<file path="src/rtl/lif_neuron_array_pkg.sv">
// Shared fixed-point types, constants and helpers for the LIF neuron array.
// All membrane, threshold and current values are signed Q(LIF_W-LIF_Q).LIF_Q.
package lif_neuron_array_pkg;

    localparam int LIF_W = 16;
    localparam int LIF_Q = 12;

    typedef logic signed [LIF_W-1:0] fx_t;
    typedef logic signed [LIF_W+1:0] fx_wide_t;

    localparam int FX_MAX_I = (1 << (LIF_W - 1)) - 1;
    localparam int FX_MIN_I = -(1 << (LIF_W - 1));
    localparam fx_t FX_MAX  = fx_t'(FX_MAX_I);
    localparam fx_t FX_MIN  = fx_t'(FX_MIN_I);

    // Common fixed-point constants (round(x * 2^LIF_Q)).
    localparam int FX_0_0  = 0;
    localparam int FX_1_0  = 1 << LIF_Q;
    localparam int FX_0_96 = 3932;

    typedef struct packed {
        fx_t  vmem;
        logic spike;
        logic last;
    } lif_beat_t;

    // Clamp a widened intermediate back into the fx_t range.
    function automatic fx_t sat_fx(input fx_wide_t x);
        if (x > fx_wide_t'(FX_MAX)) begin
            return FX_MAX;
        end
        if (x < fx_wide_t'(FX_MIN)) begin
            return FX_MIN;
        end
        return fx_t'(x);
    endfunction

    function automatic int idx_w(input int n);
        return (n <= 1) ? 1 : $clog2(n);
    endfunction

endpackage

</file>
<file path="src/rtl/lif_neuron_array_update_core.sv">
// Combinational single-neuron LIF update: leak, integrate, saturate, threshold
// compare, refractory countdown and threshold adaptation.
module lif_update_core
    import lif_neuron_array_pkg::*;
#(
    parameter int RW          = 2,
    parameter int V_TH        = FX_1_0,
    parameter int V_RESET     = FX_0_0,
    parameter int V_REST      = FX_0_0,
    parameter int LEAK_A      = FX_0_96,
    parameter int REFR_TICKS  = 3,
    parameter int TH_INC      = FX_0_0,
    parameter int TH_DECAY_SH = 4
) (
    input  logic signed [LIF_W-1:0] i_vmem,
    input  logic [RW-1:0]           i_refr,
    input  logic signed [LIF_W-1:0] i_th_ad,
    input  logic signed [LIF_W-1:0] i_cur,
    output logic signed [LIF_W-1:0] o_vmem,
    output logic [RW-1:0]           o_refr,
    output logic signed [LIF_W-1:0] o_th_ad,
    output logic                    o_spike
);

    localparam int  W          = LIF_W;
    localparam fx_t V_TH_FX    = fx_t'(V_TH);
    localparam fx_t V_RESET_FX = fx_t'(V_RESET);
    localparam fx_t V_REST_FX  = fx_t'(V_REST);
    localparam fx_t LEAK_A_FX  = fx_t'(LEAK_A);

    logic signed [W:0]   w_diff;
    logic signed [2*W:0] w_mult;
    fx_wide_t            w_leak;
    fx_wide_t            w_sum;
    fx_t                 w_v;
    fx_t                 w_th_eff;
    fx_t                 w_th_dec;
    logic [W:0]          w_th_inc;
    logic                w_refractory;
    logic                w_fire;

    // Leak is applied to the distance from rest, so the product is kept at full width.
    assign w_diff   = (W+1)'(i_vmem) - (W+1)'(V_REST_FX);
    assign w_mult   = (2*W+1)'(LEAK_A_FX) * (2*W+1)'(w_diff);
    assign w_leak   = fx_wide_t'(w_mult >>> LIF_Q);
    assign w_sum    = fx_wide_t'(V_REST_FX) + w_leak + fx_wide_t'(i_cur);
    assign w_v      = sat_fx(w_sum);
    assign w_th_eff = sat_fx(fx_wide_t'(V_TH_FX) + fx_wide_t'(i_th_ad));

    assign w_refractory = (i_refr != '0);
    assign w_fire       = !w_refractory && (w_v >= w_th_eff);

    // th_ad is never negative, so the decay and increment can run unsigned.
    assign w_th_dec = i_th_ad - (i_th_ad >>> TH_DECAY_SH);
    assign w_th_inc = {1'b0, w_th_dec} + (W+1)'(TH_INC);

    always_comb begin
        o_spike = w_fire;
        o_vmem  = (w_refractory || w_fire) ? V_RESET_FX : w_v;

        if (w_refractory) begin
            o_refr = i_refr - RW'(1);
        end else if (w_fire) begin
            o_refr = RW'(REFR_TICKS);
        end else begin
            o_refr = '0;
        end

        if (!w_fire) begin
            o_th_ad = w_th_dec;
        end else if (w_th_inc > (W+1)'(FX_MAX_I)) begin
            o_th_ad = FX_MAX;
        end else begin
            o_th_ad = fx_t'(w_th_inc);
        end
    end

endmodule

</file>
<file path="src/rtl/lif_neuron_array.sv">
// Time-multiplexed array of LIF neurons sharing one update datapath; currents
// arrive round-robin by neuron index and each update emits one output beat.
module lif_neuron_array
    import lif_neuron_array_pkg::*;
#(
    parameter int N_NEURONS   = 8,
    parameter int V_TH        = FX_1_0,
    parameter int V_RESET     = FX_0_0,
    parameter int V_REST      = FX_0_0,
    parameter int LEAK_A      = FX_0_96,
    parameter int REFR_TICKS  = 3,
    parameter int TH_INC      = FX_0_0,
    parameter int TH_DECAY_SH = 4,
    localparam int IDX_W      = idx_w(N_NEURONS),
    localparam int RW         = idx_w(REFR_TICKS + 1)
) (
    input  logic                    clk,
    input  logic                    rst_n,
    input  logic                    clr,
    input  logic                    in_valid,
    output logic                    in_ready,
    input  logic signed [LIF_W-1:0] in_cur,
    output logic                    out_valid,
    input  logic                    out_ready,
    output logic [IDX_W-1:0]        out_idx,
    output logic signed [LIF_W-1:0] out_vmem,
    output logic                    out_spike,
    output logic                    out_last
);

    localparam fx_t V_RESET_FX = fx_t'(V_RESET);

    logic [IDX_W-1:0]        r_ptr;
    logic signed [LIF_W-1:0] r_vmem  [N_NEURONS];
    logic [RW-1:0]           r_refr  [N_NEURONS];
    logic signed [LIF_W-1:0] r_th_ad [N_NEURONS];

    logic                    r_out_valid;
    logic [IDX_W-1:0]        r_out_idx;
    lif_beat_t               r_out;

    logic                    w_accept;
    logic                    w_ptr_last;
    logic signed [LIF_W-1:0] w_nxt_vmem;
    logic [RW-1:0]           w_nxt_refr;
    logic signed [LIF_W-1:0] w_nxt_th_ad;
    logic                    w_nxt_spike;

    assign in_ready   = !clr && (!r_out_valid || out_ready);
    assign w_accept   = in_valid && in_ready;
    assign w_ptr_last = (r_ptr == IDX_W'(N_NEURONS - 1));

    // State is read straight from the arrays so a single neuron can update every cycle.
    lif_update_core #(
        .RW          (RW),
        .V_TH        (V_TH),
        .V_RESET     (V_RESET),
        .V_REST      (V_REST),
        .LEAK_A      (LEAK_A),
        .REFR_TICKS  (REFR_TICKS),
        .TH_INC      (TH_INC),
        .TH_DECAY_SH (TH_DECAY_SH)
    ) u_core (
        .i_vmem  (r_vmem[r_ptr]),
        .i_refr  (r_refr[r_ptr]),
        .i_th_ad (r_th_ad[r_ptr]),
        .i_cur   (in_cur),
        .o_vmem  (w_nxt_vmem),
        .o_refr  (w_nxt_refr),
        .o_th_ad (w_nxt_th_ad),
        .o_spike (w_nxt_spike)
    );

    always_ff @(posedge clk or negedge rst_n) begin
        if (!rst_n) begin
            for (int n = 0; n < N_NEURONS; n++) begin
                r_vmem[n]  <= V_RESET_FX;
                r_refr[n]  <= '0;
                r_th_ad[n] <= '0;
            end
        end else if (clr) begin
            for (int n = 0; n < N_NEURONS; n++) begin
                r_vmem[n]  <= V_RESET_FX;
                r_refr[n]  <= '0;
                r_th_ad[n] <= '0;
            end
        end else if (w_accept) begin
            r_vmem[r_ptr]  <= w_nxt_vmem;
            r_refr[r_ptr]  <= w_nxt_refr;
            r_th_ad[r_ptr] <= w_nxt_th_ad;
        end
    end

    always_ff @(posedge clk or negedge rst_n) begin
        if (!rst_n) begin
            r_ptr <= '0;
        end else if (clr) begin
            r_ptr <= '0;
        end else if (w_accept) begin
            r_ptr <= w_ptr_last ? '0 : r_ptr + IDX_W'(1);
        end
    end

    // Output register holds its beat while stalled; it drops valid only once consumed.
    always_ff @(posedge clk or negedge rst_n) begin
        if (!rst_n) begin
            r_out_valid <= 1'b0;
            r_out_idx   <= '0;
            r_out       <= '{vmem: V_RESET_FX, spike: 1'b0, last: 1'b0};
        end else if (clr) begin
            r_out_valid <= 1'b0;
            r_out_idx   <= '0;
            r_out       <= '{vmem: V_RESET_FX, spike: 1'b0, last: 1'b0};
        end else if (w_accept) begin
            r_out_valid <= 1'b1;
            r_out_idx   <= r_ptr;
            r_out       <= '{vmem: w_nxt_vmem, spike: w_nxt_spike, last: w_ptr_last};
        end else if (out_ready) begin
            r_out_valid <= 1'b0;
        end
    end

    assign out_valid = r_out_valid;
    assign out_idx   = r_out_idx;
    assign out_vmem  = r_out.vmem;
    assign out_spike = r_out.spike;
    assign out_last  = r_out.last;

endmodule

</file>
<file path="config.mk">
export PLATFORM = sky130hd
export DESIGN_NAME = lif_neuron_array
export DESIGN_NICKNAME = d
export VERILOG_FILES = /design/src/rtl/lif_neuron_array_pkg.sv /design/src/rtl/lif_neuron_array_update_core.sv /design/src/rtl/lif_neuron_array.sv
export SDC_FILE = /design/constraint.sdc
export NUM_CORES = 1
export LEC_CHECK = 0
export ABC_CLOCK_PERIOD_IN_PS = 11100
export CORE_MARGIN = 1
export CORE_UTILIZATION = 60
export CTS_BUF_LIST = sky130_fd_sc_hd__clkbuf_16
export CTS_CLUSTER_DIAMETER = 100
export DETAILED_ROUTE_END_ITERATION = 6
export GPL_TIMING_DRIVEN = 0
export PLACE_DENSITY_LB_ADDON = 0.05
export SLEW_MARGIN = 10
export SYNTH_ARGS = -nofsm -noshare
export SYNTH_HDL_FRONTEND = slang
export SYNTH_SLANG_ARGS = --single-unit
</file>
<file path="constraint.sdc">
create_clock -name clk -period 11.1 [get_ports clk]
set_input_delay 1.11 -clock clk [delete_from_list [all_inputs] [get_ports clk]]
set_output_delay 1.11 -clock clk [all_outputs]
set_load 0.01 [all_outputs]
</file>
==> summary.txt <==
Clocking
  – Clock-pin transition on the worst setup and hold timing paths: 70 ps
  – Total CTS buffers: 31
  – Clock Tree Buf Depth: 3
  – Clock Sinks: 297
  – H-tree levels: 1
  – CTS root buffer: clkbuf_16
  – Clk_lat worst skew: 610 ps
  – TritonCTS clock tree: done

Placement
  – Post-DP HPWL: 46500 um
  – IO buf count: 43
  – Routability-driven placement congestion ratio: 0.962
  – Setup Slack @ Placement: -2390 ps

Synthesis
  – Top post-synthesis cells by count: 297 x dfrtp_1, 270 x nand3b_1, 190 x inv_1, 190 x o21ai_0, 130 x ha_1
  – Netlist cell types: between 70 and 80
  – Largest family of logic cells by synthesized area: compound AO/OA/AOI/OAI gates
  – Simple logic cell fraction of the synthesized area: 0.168
  – Post-synth EDFFs: 0
  – Mapped Area: ~20000 sq um
  – Syn avg cell area: 9.97 sq um
  – Largest area contributor in the netlist: dfrtp_1
  – Post-synthesis async set-or-reset flop share: 1.00
  – Multiplexer area fraction after synthesis: 0.0296
  – Post-synthesis compound-gate area fraction: 0.172
  – Adder-Cell Fraction of Synth Area: 0.171
  – Ranking of synthesized cells by area: dfrtp_1 38%, nand3b_1 10%, fa_1 8.5%, ha_1 8.2%, o21ai_0 4.8%
  – Ys Warns: 0
  – Post-Syn Nets: 2221
  – Seq/Total Area, Yosys: 0.375
  – Post-synthesis xor/xnor area fraction: 0.0226
  – Synth Flop Type: dfrtp_1
  – Top cell type's share of synthesized area: 0.375
  – Most numerous cell in the Yosys netlist: dfrtp_1
  – Syn Inst Count: 1986
  – Yosys reg bits: 297

Setup path
  – Crit start category: flop
  – Critical path data arrival time: about 12000 ps
  – Crit Path Max Fanout: 10
  – Worst Setup End Kind: flop
  – Critical Path Slowest Stage Cell: fa_1
  – Reg-to-reg endpoint: r_vmem[52]
  – R2R Path Start: r_ptr[0]
  – Largest stage delay on the critical path: 570 ps
  – WS Path Type: reg -> reg
  – Reg2Reg Depth: 48
  – R2R Setup Slk: 30 ps
  – WP data required: 11610 ps

Die
  – Io pins: 44
  – Die X: 184 um
  – Area of the core: 32500 sq um
  – Std-Cell Rows: 66
  – Die H: 184 um
  – Initial Util: 0.608
  – Die area: 33700 sq um

Timing
  – Tcrit/Tclk final: 0.997
  – Setup Skew: 15.9 ps
  – Slew Viols, Final: 0
  – Measured slew at the worst slew-check pin: around 1100 ps
  – Worst slew margin: 0.269
  – Final hold vios: 0
  – Finish-stage setup viols: 0
  – Worst setup margin: 29.2 ps
  – Setup TNS: 0 ps
  – Hold slack: 484 ps
  – Final min period: 11070 ps
  – Fmax: 90.3 MHz

Final layout
  – Syn-to-layout area delta: 18.1%
  – Antenna Cells: 0
  – Nets: 2359
  – Layout cells sized above 1: 0.140
  – Finished Core Util: 0.718

GRT
  – Vias in the first global route: 16700
  – Global-route wire length before repair: 98800 um
  – Total Routing Usage GR: 0.393
  – Initial antenna violation count: 2
  – Largest net degree at the start of global routing: 96
  – Overflow after GRT: 0

Drt
  – Via density: around 6.6
  – Routed WL: 66900 um
  – 1st-pass router iterations: 6
  – WL/cell: between 20 and 30 um
  – Drt drc: 0
  – DR iter-0 viols: 1882
  – Antenna-violating nets left: 0
  – Vias: 17200

Outcome
  – Run status: complete, no violations

Min path
  – Hold Crit Class: in -> async

Job
  – Max_cap viols: 0
-- sequential cells by signal, summed over array words and instances (netlist names), 3 cells and up --
name,cells
out_idx,3
out_vmem,16
r_ptr,3
r_refr,16
r_th_ad,128
r_vmem,128
-- metrics by stage --
step / area [sq um] / cells
after floorplan: 19800 / 1986
after global placement: 20800 / 2471
after detailed placement: 20900 / 2474
after CTS: 22400 / 2551
after global routing: 23400 / 2590
final: 23400 / 2590
-- worst max-delay path, delay by kind of cell (launching register included) --
family	cells	cell delay (ps)
adders and majority gates	8	3270
AOI/OAI and AO/OA	18	3480
and+or+nand+nor	7	1650
xor gates and xnor gates	2	530
buffers and inverters	13	1610
DFF	1	400
-- what timing repair did --
item / CTS / global route
resized for setup: 140 / 155
endpoints found under the setup margin: 289 / 289
endpoints found under the hold margin: 0 / 0
pin swaps: 18 / 50
hold buffers: 0 / 0
gates cloned: 1 / 3
setup buffers: 19 / 41
-- cells by family (layout without fill, tap and decap cells) --
| logic type | count (synthesis) | in the layout |
|---|---|---|
| muxes | 34 | 34 |
| DFF | 297 | 297 |
| adders and majority gates | 222 | 222 |
| and+or+nand+nor | 521 | 521 |
| AOI/OAI and AO/OA | 545 | 545 |
| xor gates and xnor gates | 51 | 51 |
| buffers and inverters | 316 | 478 |
-- layout make-up --
class	count	area, sq um
clock inverter	26	126
inverter	190	721
fill	2419	9170
sequential	297	7430
multi-input combinational	1373	12000
timing repair buffer	110	1060
tap	442	553
buffer	121	729
clock buffer	31	776
-- metal layers --
layer,share of wire,GRT usage,up-vias
li1,-,-,7333
met1,0.39,0.525,8528
met2,0.45,0.607,1038
met3,0.11,0.101,264
met4,0.049,0.170,2
met5,0.00019,0,-
-- cells in the final DEF, fill, tap and decap left out, types with 10 or more instances in the layout --
cell,n
a21o_1,32
a21oi_1,36
a21oi_4,14
a221o_1,14
a22o_1,12
a22oi_1,59
and3_1,11
buf_12,11
buf_4,62
buf_6,15
clkbuf_1,90
clkbuf_16,32
clkdlybuf4s50_1,42
clkinv_1,13
dfrtp_1,296
fa_1,84
ha_1,117
inv_1,191
mux2i_1,11
mux4_2,19
nand2_1,95
nand3b_1,270
nor2_1,34
o21a_1,13
o21ai_0,183
o21ai_1,89
o21ai_2,10
xnor2_1,28
xor2_1,17
-- worst max path at each step --
stage | start | to | slack, ps | depth (start not counted)
2_1_floorplan | r_ptr[1] | r_th_ad[0] | 810 | 45
3_3_place_gp | rst_n | r_th_ad[102] | -4070 | 1
3_5_place_dp | r_ptr[1] | r_th_ad[75] | -2390 | 45
4_1_cts | r_ptr[2] | r_vmem[12] | 10 | 48
5_1_grt | r_ptr[0] | r_vmem[36] | -300 | 48
6_report | r_ptr[0] | r_vmem[52] | 30 | 48
Power is left out: the tool's default activity adds up to more than one toggle a clock period on the data nets, which glitch-free logic cannot reach.
==> variant, RTL diff (same flow settings) <==
Set the package constant `LIF_W` to 17 (it was 16).
--- a/src/rtl/lif_neuron_array_pkg.sv
+++ b/src/rtl/lif_neuron_array_pkg.sv
@@ -4,3 +4,3 @@
 
-    localparam int LIF_W = 16;
+    localparam int LIF_W = 17;
     localparam int LIF_Q = 12;
Interface: changed (resized in_cur and out_vmem); port bits go from 44 to 46. The function was not compared with the original's and may differ.
==> variant against the unedited design <==
Routed wire length grew 6.2%; die area grew 6.8%; final area rose by 9.4%; worst hold slack worse by 0.0039 ns; cell count rose by 8.9%; via count increased by 8.9%; non-clock buffer count is 60 higher; synthesized area rose by 6.9%; worst setup slack gained 0.20 ns; sequential cell count rose by 17.
Power is not shown: default switching activity piles up to over one toggle a cycle in this logic, so the estimate is an artifact.
==> variant: results (changes against the unedited design) <==
stage;metric;value;unit;change
run_status;outcome;completed;;
route;uppermost layer routed;met4;;
synthesis;Syn Nets;2395;;+7.8%
cts;CTS buffer count;36;;+16%
final_layout;FILL cells;2406;;-0.54%
final_layout;Layout Nets;2593;;+9.9%
placed_design;Post-DP Area;22330;um2;+7.0%
worst_setup_path;R2R Setup Slk;0.23;ns;+0.20 ns
final_layout;CLK BUF;38;;+23%
route;DR WL met2;33210;um;+9.8%
cts;Post-CTS Resized;185;;+32%
sta;Clock Skew;0.02569;ns;+0.009809 ns
placed_design;routability-driven placement congestion ratio;0.9475;;-1.5%
final_layout;Clock-cell share;4.110;%;+0.25 points
final_layout;multi-input logic area;12910;um2;+7.9%
route;drt pass-1 iters;6;;unchanged
sta;min cycle time layout;10.87;ns;-0.2032 ns
grt;pin count of the biggest net entering global routing;112;;+17%
final_layout;NonClk Buf Share;9.346;%;+1.7 points
hold_path;Hold WC Path Type;reg -> reg;;
synthesis;Post-synth top cells;dfrtp_1, nand2_1, inv_1, nand3b_1, ha_1;;
placed_design;placed cells;2652;;+7.2%
route;drt initial violations;2069;;+9.9%
final_layout;multi-input gates;1497;;+9.0%
grt;met2 GRT Util;63.05;%;+2.3 points
synthesis;top cells by area, synth;dfrtp_1, fa_1, ha_1;;
sta;tightest hold margin;0.4800;ns;-0.003915 ns
grt;met1 usage;50.51;%;-2.0 points
grt;first-pass GRT wire length;107800;um;+9.2%
synthesis;sequential area share after synthesis;37.13;%;-0.42 points
final_layout;Sequential Area;7858;um2;+5.7%
cts;Clock Latency Late Sink;0.55;ns;-0.06 ns
worst_setup_path;arrival time at the worst endpoint;11.34;ns;-0.24 ns
cts;Clock Pin Slew Worst Setup and Hold Paths;0.06;ns;
final_layout;design area;25570;um2;+9.4%
placed_design;Place WS;-3.217;ns;-0.8306 ns
final_layout;inverters;205;;+7.9%
synthesis;register bit total from synthesis;314;;+5.7%
cts;postcts setup bufs;65;;+46
route;Wirelength per Cell;25.19;um;-2.5%
placed_design;Detailed Place HPWL;49450;um;+6.4%
grt;Tot GR Track Use;39.60;%;+0.31 points
cts;H-tree depth;2;;+1
sta;relative slew slack;10.64;%;-16 points
synthesis;post-synthesis cell type count;84;;+15%
route;wl on met1;26380;um;+1.9%
grt;met3 Use GR;6.493;%;-3.6 points
final_layout;Non-clk bufs;291;;+26%
grt;antenna violations before repair;0;;-2
placed_design;port bufs;44;;+2.3%
final_layout;ratio of cells with drive above 1 in the final layout;18.26;%;+4.3 points
route;routed wire length;71060;um;+6.2%
route;wire length on met3;6339;um;-15%
worst_setup_path;slowest cell delay on critical path;0.56;ns;
route;via count;18690;;+8.9%
synthesis;synthesized instance count;2147;;+8.1%
## variant: path summary, 6_finish.rpt
kind                                      to         start  depth (start not counted)
worst max-delay path              r_vmem[39]      r_ptr[1]                         52
worst min-delay path            out_vmem[15]  out_vmem[15]                          1
worst max register to register    r_vmem[39]      r_ptr[1]                         52
worst min register to register  out_vmem[15]  out_vmem[15]                          1
max in group asynchronous        r_th_ad[12]         rst_n                          2
min in group asynchronous        r_vmem[105]         rst_n                          1
## variant: logic make-up (layout without fill, tap and decap cells)
| family | Yosys count | count (layout) | share of synthesized area [%] |
|---|---|---|---|
| xor gates and xnor gates | 47 | 47 | 2.034 |
| AOI/OAI and AO/OA | 493 | 493 | 16.77 |
| muxes | 45 | 45 | 3.677 |
| adders and majority gates | 227 | 227 | 16.81 |
| and+or+nand+nor | 685 | 685 | 17.00 |
| DFF | 314 | 314 | 37.13 |
| buffers and inverters | 336 | 555 | 6.574 |
